==> src/rtl/bram_access_controller_pkg.sv <==
// Shared encodings and lane helpers for initiators that drive a byte-enabled 32-bit BRAM port.
// Used by the access controller and by the load-alignment block.
package bram_access_controller_pkg;

    typedef enum logic [1:0] {
        SIZE_BYTE    = 2'd0,
        SIZE_HALF    = 2'd1,
        SIZE_WORD    = 2'd2,
        SIZE_ILLEGAL = 2'd3
    } size_e;

    localparam logic [0:0] ST_INIT = 1'b0;
    localparam logic [0:0] ST_RUN  = 1'b1;

    typedef struct packed {
        logic       write;
        logic [1:0] size;
        logic       isSigned;
        logic [1:0] offset;
        logic       error;
    } pending_t;

    function automatic logic isBadRequest(input logic [1:0] size, input logic [1:0] offset);
        return (size == SIZE_ILLEGAL) ||
               ((size == SIZE_HALF) && offset[0]) ||
               ((size == SIZE_WORD) && (offset != 2'd0));
    endfunction

    function automatic logic [3:0] byteEnable(input logic [1:0] size, input logic [1:0] offset);
        logic [3:0] be;
        be = 4'b0000;
        case (size)
            SIZE_BYTE: be = 4'b0001 << offset;
            SIZE_HALF: be = offset[1] ? 4'b1100 : 4'b0011;
            SIZE_WORD: be = 4'b1111;
            default:   be = 4'b0000;
        endcase
        return be;
    endfunction

    // Shift the addressed lane down to bit 0, then mask and extend to the access size.
    function automatic logic [31:0] loadExtract(input logic [31:0] rdata, input logic [1:0] size,
                                                input logic isSigned, input logic [1:0] offset);
        logic [31:0] shifted;
        logic [31:0] result;
        shifted = rdata >> {offset, 3'b000};
        case (size)
            SIZE_BYTE: result = {{24{isSigned & shifted[7]}}, shifted[7:0]};
            SIZE_HALF: result = {{16{isSigned & shifted[15]}}, shifted[15:0]};
            default:   result = shifted;
        endcase
        return result;
    endfunction

endpackage

==> src/rtl/bram_access_controller_load_align.sv <==
// Combinational re-alignment of a BRAM read word into a right-aligned, extended load result.
// Kept separate so other BRAM initiators can share it.
module bram_load_align
    import bram_access_controller_pkg::*;
(
    input  logic [31:0] i_readData,
    input  logic [1:0]  i_offset,
    input  logic [1:0]  i_size,
    input  logic        i_signed,
    output logic [31:0] o_rdata
);

    always_comb begin
        o_rdata = loadExtract(i_readData, i_size, i_signed, i_offset);
    end

endmodule

==> src/rtl/bram_access_controller.sv <==
// Core-side load/store front end for one port of a byte-enabled BRAM: optional clear after reset,
// then a two-stage (issue, response) pipeline returning in-order responses.
module bram_access_controller
    import bram_access_controller_pkg::*;
#(
    parameter int ADDR_WIDTH = 8,
    parameter int DATA_WIDTH = 32,
    parameter bit INIT_CLEAR = 1'b1
) (
    input  logic                  clock,
    input  logic                  reset,
    input  logic                  req_valid,
    output logic                  req_ready,
    input  logic                  req_write,
    input  logic [1:0]            req_size,
    input  logic                  req_signed,
    input  logic [ADDR_WIDTH+1:0] req_addr,
    input  logic [DATA_WIDTH-1:0] req_wdata,
    output logic                  resp_valid,
    input  logic                  resp_ready,
    output logic [DATA_WIDTH-1:0] resp_rdata,
    output logic                  resp_error,
    output logic                  init_done,
    output logic                  readEnable,
    output logic                  writeEnable,
    output logic [3:0]            writeByteEnable,
    output logic [ADDR_WIDTH-1:0] address,
    output logic [DATA_WIDTH-1:0] writeData,
    input  logic [DATA_WIDTH-1:0] readData
);

    logic [0:0]            r_state;
    logic [ADDR_WIDTH-1:0] r_initCount;
    logic                  r_pValid;
    pending_t              r_p;
    logic                  r_rValid;
    logic [31:0]           r_rData;
    logic                  r_rError;

    logic                  w_active;
    logic                  w_run;
    logic [1:0]            w_offset;
    logic                  w_error;
    logic                  w_accept;
    logic                  w_pToR;
    logic [31:0]           w_alignData;

    assign w_active = !reset;
    assign w_run    = w_active && (r_state == ST_RUN);
    assign w_offset = req_addr[1:0];
    assign w_error  = isBadRequest(req_size, w_offset);

    assign req_ready = w_run && (!r_pValid || !r_rValid || resp_ready);
    assign w_accept  = req_valid && req_ready;
    assign w_pToR    = r_pValid && (!r_rValid || resp_ready);

    assign resp_valid = r_rValid;
    assign resp_rdata = r_rData;
    assign resp_error = r_rError;
    assign init_done  = w_run;

    bram_load_align u_loadAlign (
        .i_readData (readData),
        .i_offset   (r_p.offset),
        .i_size     (r_p.size),
        .i_signed   (r_p.isSigned),
        .o_rdata    (w_alignData)
    );

    // BRAM port is driven only while clearing or in the cycle a legal request is accepted.
    always_comb begin
        readEnable      = 1'b0;
        writeEnable     = 1'b0;
        writeByteEnable = 4'b0000;
        address         = '0;
        writeData       = '0;
        if (w_active && (r_state == ST_INIT)) begin
            writeEnable     = 1'b1;
            writeByteEnable = 4'b1111;
            address         = r_initCount;
        end else if (w_accept && !w_error) begin
            address = req_addr[ADDR_WIDTH+1:2];
            if (req_write) begin
                writeEnable     = 1'b1;
                writeByteEnable = byteEnable(req_size, w_offset);
                case (req_size)
                    SIZE_BYTE: writeData = {4{req_wdata[7:0]}};
                    SIZE_HALF: writeData = {2{req_wdata[15:0]}};
                    default:   writeData = req_wdata;
                endcase
            end else begin
                readEnable = 1'b1;
            end
        end
    end

    always_ff @(posedge clock or posedge reset) begin
        if (reset) begin
            r_state     <= INIT_CLEAR ? ST_INIT : ST_RUN;
            r_initCount <= '0;
        end else if (r_state == ST_INIT) begin
            r_initCount <= r_initCount + 1'b1;
            if (&r_initCount) begin
                r_state <= ST_RUN;
            end
        end
    end

    // readData belongs to P only in the cycle after issue; a stall blocks new reads, so it still holds.
    always_ff @(posedge clock or posedge reset) begin
        if (reset) begin
            r_pValid <= 1'b0;
            r_p      <= '0;
            r_rValid <= 1'b0;
            r_rData  <= '0;
            r_rError <= 1'b0;
        end else begin
            if (w_pToR) begin
                r_rValid <= 1'b1;
                r_rError <= r_p.error;
                r_rData  <= (r_p.write || r_p.error) ? 32'd0 : w_alignData;
            end else if (resp_ready) begin
                r_rValid <= 1'b0;
            end

            if (w_accept) begin
                r_pValid <= 1'b1;
                r_p      <= '{write: req_write, size: req_size, isSigned: req_signed,
                              offset: w_offset, error: w_error};
            end else if (w_pToR) begin
                r_pValid <= 1'b0;
            end
        end
    end

endmodule

==> config.mk <==
export PLATFORM = sky130hd
export DESIGN_NAME = bram_access_controller
export DESIGN_NICKNAME = d
export VERILOG_FILES = /design/src/rtl/bram_access_controller_pkg.sv /design/src/rtl/bram_access_controller_load_align.sv /design/src/rtl/bram_access_controller.sv
export SDC_FILE = /design/constraint.sdc
export NUM_CORES = 1
export LEC_CHECK = 0
export ABC_AREA = 1
export BUFFER_PORTS_ARGS = -buffer_cell sky130_fd_sc_hd__clkbuf_2
export CAP_MARGIN = 20
export CORE_MARGIN = 5
export CORE_UTILIZATION = 51
export DETAILED_ROUTE_END_ITERATION = 6
export PLACE_DENSITY = 0.87
export SLEW_MARGIN = 10
export SYNTH_ARGS = -nofsm -noshare
export SYNTH_HDL_FRONTEND = slang
export SYNTH_SLANG_ARGS = --single-unit
==> constraint.sdc <==
create_clock -name clock -period 3.6 [get_ports clock]
set_input_delay 0.36 -clock clock [delete_from_list [all_inputs] [get_ports clock]]
set_output_delay 0.36 -clock clock [all_outputs]
set_load 0.005 [all_outputs]
# After elaboration in Yosys (flattened, before gate mapping)
# Index checks and enable logic that the tools add are counted.
# totals
ff_bits	51
elab_cells	70
in_bits	82
# classes
shifts	2
eq_ne	4
reduce_logical	24
bitwise_logic	3
n_mux	25
addsub	1
# ops
op	count
$mux 32	4
$pmux 32 s2	2
$shr 32x5->32	1
$mux 4	4
$mux 8	2
$mux 1	12
$pmux 4 s3	1
$add 8x1->8 const B	1
$logic_and 1x1->1	8
$reduce_and 8->1	1
$logic_or 1x1->1	6
$reduce_bool 2->1	3
$eq 2x1->1 const B	2
$eq 2x2->1 const B	2
$logic_not 1->1	4
$logic_not 2->1	2
$shl 1x2->4 const A	1
$and 1x1->1	2
$not 1->1	1

# Longest topological paths before layout
# depth
word_depth	8
depth_mapped	10

# Hierarchy
# From an unflattened synthesis, not the netlist that was laid out.
# hier_totals
cells_unflattened	582
area_unflattened_um2	3708.6
# modules_own_cells
module	instances	seq_area_each_um2	area_per_inst_um2	cells_per_inst
bram_access_controller	1	1276.2	2899.0	409
bram_load_align	1	0.0	809.5	173

# Worst setup path after synthesis
# OpenSTA, ideal clock, no wires.
# synth_path
path_kind	reg-to-output
from	register r_state
to	output port writeData[28]
path_buffers	1
setup_slack_ns	2.030
t_required_ns	3.240
stages_incl_launch_ff	8
arrival_time_ns	1.210
path_cell_list	dfrtp_1 > inv_2 > nor2_4 > nand3_4 > nor2_8 > nand2_4 > buf_6 > nor2_1
# synth_via
elab_chain_len	6
word_cells_on_any_way	8
classes_between	mux (2); bitwise (1); reduce/logical (5)
# synth_lines
item	line	source
from (decl)	bram_access_controller.sv:32	logic [0:0] r_state;
from (signal assigned)	bram_access_controller.sv:99	r_state <= INIT_CLEAR ? ST_INIT : ST_RUN;
$logic_and 1x1->1	bram_access_controller.sv:49	assign w_run = w_active && (r_state == ST_RUN);
net init_done	bram_access_controller.sv:23	output logic init_done,
$logic_and 1x1->1	bram_access_controller.sv:53	assign req_ready = w_run && (!r_pValid || !r_rValid || resp_ready);
$logic_and 1x1->1	bram_access_controller.sv:54	assign w_accept = req_valid && req_ready;
$logic_and 1x1->1	bram_access_controller.sv:81	end else if (w_accept && !w_error) begin
$mux 32	bram_access_controller.sv:81	
$mux 32	bram_access_controller.sv:77	if (w_active && (r_state == ST_INIT)) begin
to (decl)	bram_access_controller.sv:28	output logic [DATA_WIDTH-1:0] writeData,
# The timed path passes the listed nets, and every way through them passes these cells.

# Worst setup path after layout
# layout_path
from	register r_state
to	output port writeData[14]
# layout_via
elab_chain_len	6
word_cells_on_any_way	8
classes_between	mux (2); bitwise (1); reduce/logical (5)
# layout_lines
item	line
$logic_and 1x1->1	bram_access_controller.sv:49
$logic_and 1x1->1	bram_access_controller.sv:53
$logic_and 1x1->1	bram_access_controller.sv:54
$logic_and 1x1->1	bram_access_controller.sv:81
$mux 32	bram_access_controller.sv:81
$mux 32 (*)	bram_access_controller.sv:77
# Every way passes the cells marked *; elsewhere a longest branch is shown, timed or not.

==> flow_metrics.env <==
export IMPL_status="finished, final reports clean"
export IMPL_synth_top_area_cell="dfrtp_1"
export IMPL_maxCapViolCount=0
export IMPL_cts_buffers=5
export IMPL_final_util_pct=65.22
export IMPL_min_period_ps=2323
export IMPL_synthArstFlopShare_pct=100.0
export IMPL_first_pass_iters=6
export IMPL_fp_coreArea_um2=6681
export IMPL_grtUsageTotal_pct=24.00
export IMPL_syn_nets=623
export IMPL_clock_sinks=51
export IMPL_die_h_um=92.38
export IMPL_fp_dieW_um=92.38
export IMPL_synthesis_area_um2=3461
export IMPL_post_cts_buffers=0
export IMPL_antenna_cells=0
export IMPL_num_io_pins=164
export IMPL_r2r_cells=6
export IMPL_tightest_slew_ps=951.9
export IMPL_ant_nets=0
export IMPL_nFillCells=629
export IMPL_clk_latency_ps=310
export IMPL_synth_cells=540
export IMPL_grt_pass1_wl_um=16810
export IMPL_synth_most_common_cell="nand2_1"
export IMPL_fmax_mhz=430.4
export IMPL_rsz0062_at_grt="no"
export IMPL_relSlewSlack_pct=36.47
export IMPL_cts_resized=0
export IMPL_syn_to_final_growth_pct=25.92
export IMPL_power_leakage_nw=2.704
export IMPL_ys_ff_latch=51
export IMPL_clkTransAtPathRegs_ps=100
export IMPL_setup_worst_path_class="reg2out"
export IMPL_cp_arrival_ps=1960
export IMPL_drt_wirelength_per_cell_um=13.60
export IMPL_multiInputGateArea_um2=1867
export IMPL_placed_area_um2=4240
export IMPL_num_rows=30
export IMPL_seq_area_um2=1276
export IMPL_switchingPower_w=0.0003406
export IMPL_routabilityCongestion=0.9117
export IMPL_port_buffers=163
export IMPL_min_path_type="in2async"
export IMPL_intPower_w=0.0007982
export IMPL_drtIter0Drc=340
export IMPL_slowest_stage="dfrtp_1"
export IMPL_nets=769
export IMPL_finalSetupViolations=0
export IMPL_hpwl_um=8047
export IMPL_finalCritPeriodShare_pct=64.54
export IMPL_yosysTopAreaCellShare_pct=36.88
export IMPL_dieArea_um2=8533
export IMPL_synth_edff_count=0
export IMPL_vias=3998
export IMPL_slew_violations=0
export IMPL_power_w=0.001139
export IMPL_peakVddDrop_v=0.0001384
export IMPL_avgSynthCellArea_um2=6.409
export IMPL_overflow=0
export IMPL_cts_hold_buf=0
export IMPL_grt_max_degree=52
export IMPL_end_kind="output pin"
export IMPL_slowest_delay_ps=430
export IMPL_hold_viol=0
export IMPL_ctsLongestPathBuffers=2
export IMPL_cts_tree="done"
export IMPL_start_kind="register"
export IMPL_worstPathRequired_ps=3240
export IMPL_skew_ps=7.265
export IMPL_final_area_um2=4358
export IMPL_crit_path_cell_trace="inv_2, nor2_4, nand3_4, nor2_8, nand2_4, nor2_1, clkbuf_2"
export IMPL_synth_common_cells="nand2_1, nor2_1, dfrtp_1, o21ai_0, nand3_1"
export IMPL_htreeDepth=2
export IMPL_antenna_found_initial=0
export IMPL_synth_cell_types=30
export IMPL_tns_ps=0
export IMPL_crit_path_max_fanout=25
export IMPL_combPwrFrac_pct=18.2
export IMPL_synthTopCellsByArea="dfrtp_1, nand2_1, o21ai_0"
export IMPL_power_density_nw_per_um2=261.3
export IMPL_yosysWarnings=0
export IMPL_root_buffer="clkbuf_8"
export IMPL_fin_hold_ws_ps=1.912
export IMPL_ys_seq_area_share_pct=36.88
export IMPL_seqPwrFrac_pct=51.1
export IMPL_drc_errors=0
export IMPL_sw_frac_of_total_pct=29.91
export IMPL_synth_main_ff_cell="dfrtp_1"
export IMPL_layout_drive_gt1_share_pct=27.22
export IMPL_start_util_pct=51.80
export IMPL_p_clk_share_pct=30.8
export IMPL_viasPerCell=5.213
export IMPL_grt_pass1_vias=3702
export IMPL_wl_um=10430
[power groups by stage]
| stage | sequential (W) | clock [W] | combinational [W] |
|---|---|---|---|
| floorplan | 0.000590 | 0 | 0.000126 |
| global placement | 0.000593 | 0 | 0.000199 |
| detailed placement | 0.000593 | 0 | 0.000201 |
| CTS | 0.000581 | 0.000354 | 0.000203 |
| global route | 0.000582 | 0.000380 | 0.000232 |
| finish | 0.000581 | 0.000350 | 0.000207 |
[kinds of logic (layout without fill, tap and decap cells)]
kind of cell	Yosys count	after routing	share of synthesized area, %
AOI/OAI and AO/OA	69	69	10.56
xor gates and xnor gates	7	7	1.772
adders and majority gates	1	1	0.3615
buffers and inverters	70	217	9.183
DFF	51	51	36.88
and+or+nand+nor	342	342	41.25
[routing by layer]
metal  global-route usage, %  wire length (µm)  share of wire [%]
met3                   5.930               985                9.4
met2                   39.21              4939                 47
met1                   30.81              4220                 40
met4                   8.787               283                2.7
met5                       0                 0                  0
[through the flow]
stage                     cells  worst slack, ps
after CTS                   766             1265
final                       767             1277
after global routing        767             1077
after floorplan             540             2010
after detailed placement    758             1371
after global placement      758             1417
[path summary, 6_finish.rpt]
kind                                 from             end  slack, ps
setup / recovery                  r_state   writeData[14]       1280
hold / removal                      reset  r_initCount[1]          2
setup reg to reg                   r_p[2]  resp_rdata[30]       1340
hold reg to reg            resp_rdata[14]  resp_rdata[14]        490
max in group asynchronous           reset   resp_rdata[8]       3130
min in group clock             req_signed          r_p[3]        320
[worst max-delay path: cells and delay by family (launching register included)]
kind / cells / cell delay [ps]
DFF: 1 / 430
buffers and inverters: 2 / 220
and+or+nand+nor: 5 / 1000
[placed cells by master (no fill, tap or decap), drive strengths merged, types with 2 or more instances in the layout]
| cell type | count |
|---|---|
| nand3 | 45 |
| inv | 43 |
| nor2 | 63 |
| xnor2 | 2 |
| o21ai | 48 |
| clkinv | 3 |
| clkbuf | 168 |
| a21oi | 13 |
| xor2 | 5 |
| buf | 3 |
| nand2 | 229 |
| a22oi | 7 |
| dfrtp | 51 |
[state kept, by name, indices dropped and copies added (netlist names)]
signal,count
r_initCount,8
r_p,7
r_pValid,1
r_state,1
resp_error,1
resp_rdata,32
resp_valid,1
[final cells by class]
cell class,count,area share [%]
inverter,43,3.819
multi-input combinational,419,42.84
timing repair buffer,166,19.52
clock buffer,5,1.579
sequential,51,29.29
tap,80,2.297
clock inverter,3,0.6604
No activity file was read; power rests on OpenSTA's default activity.
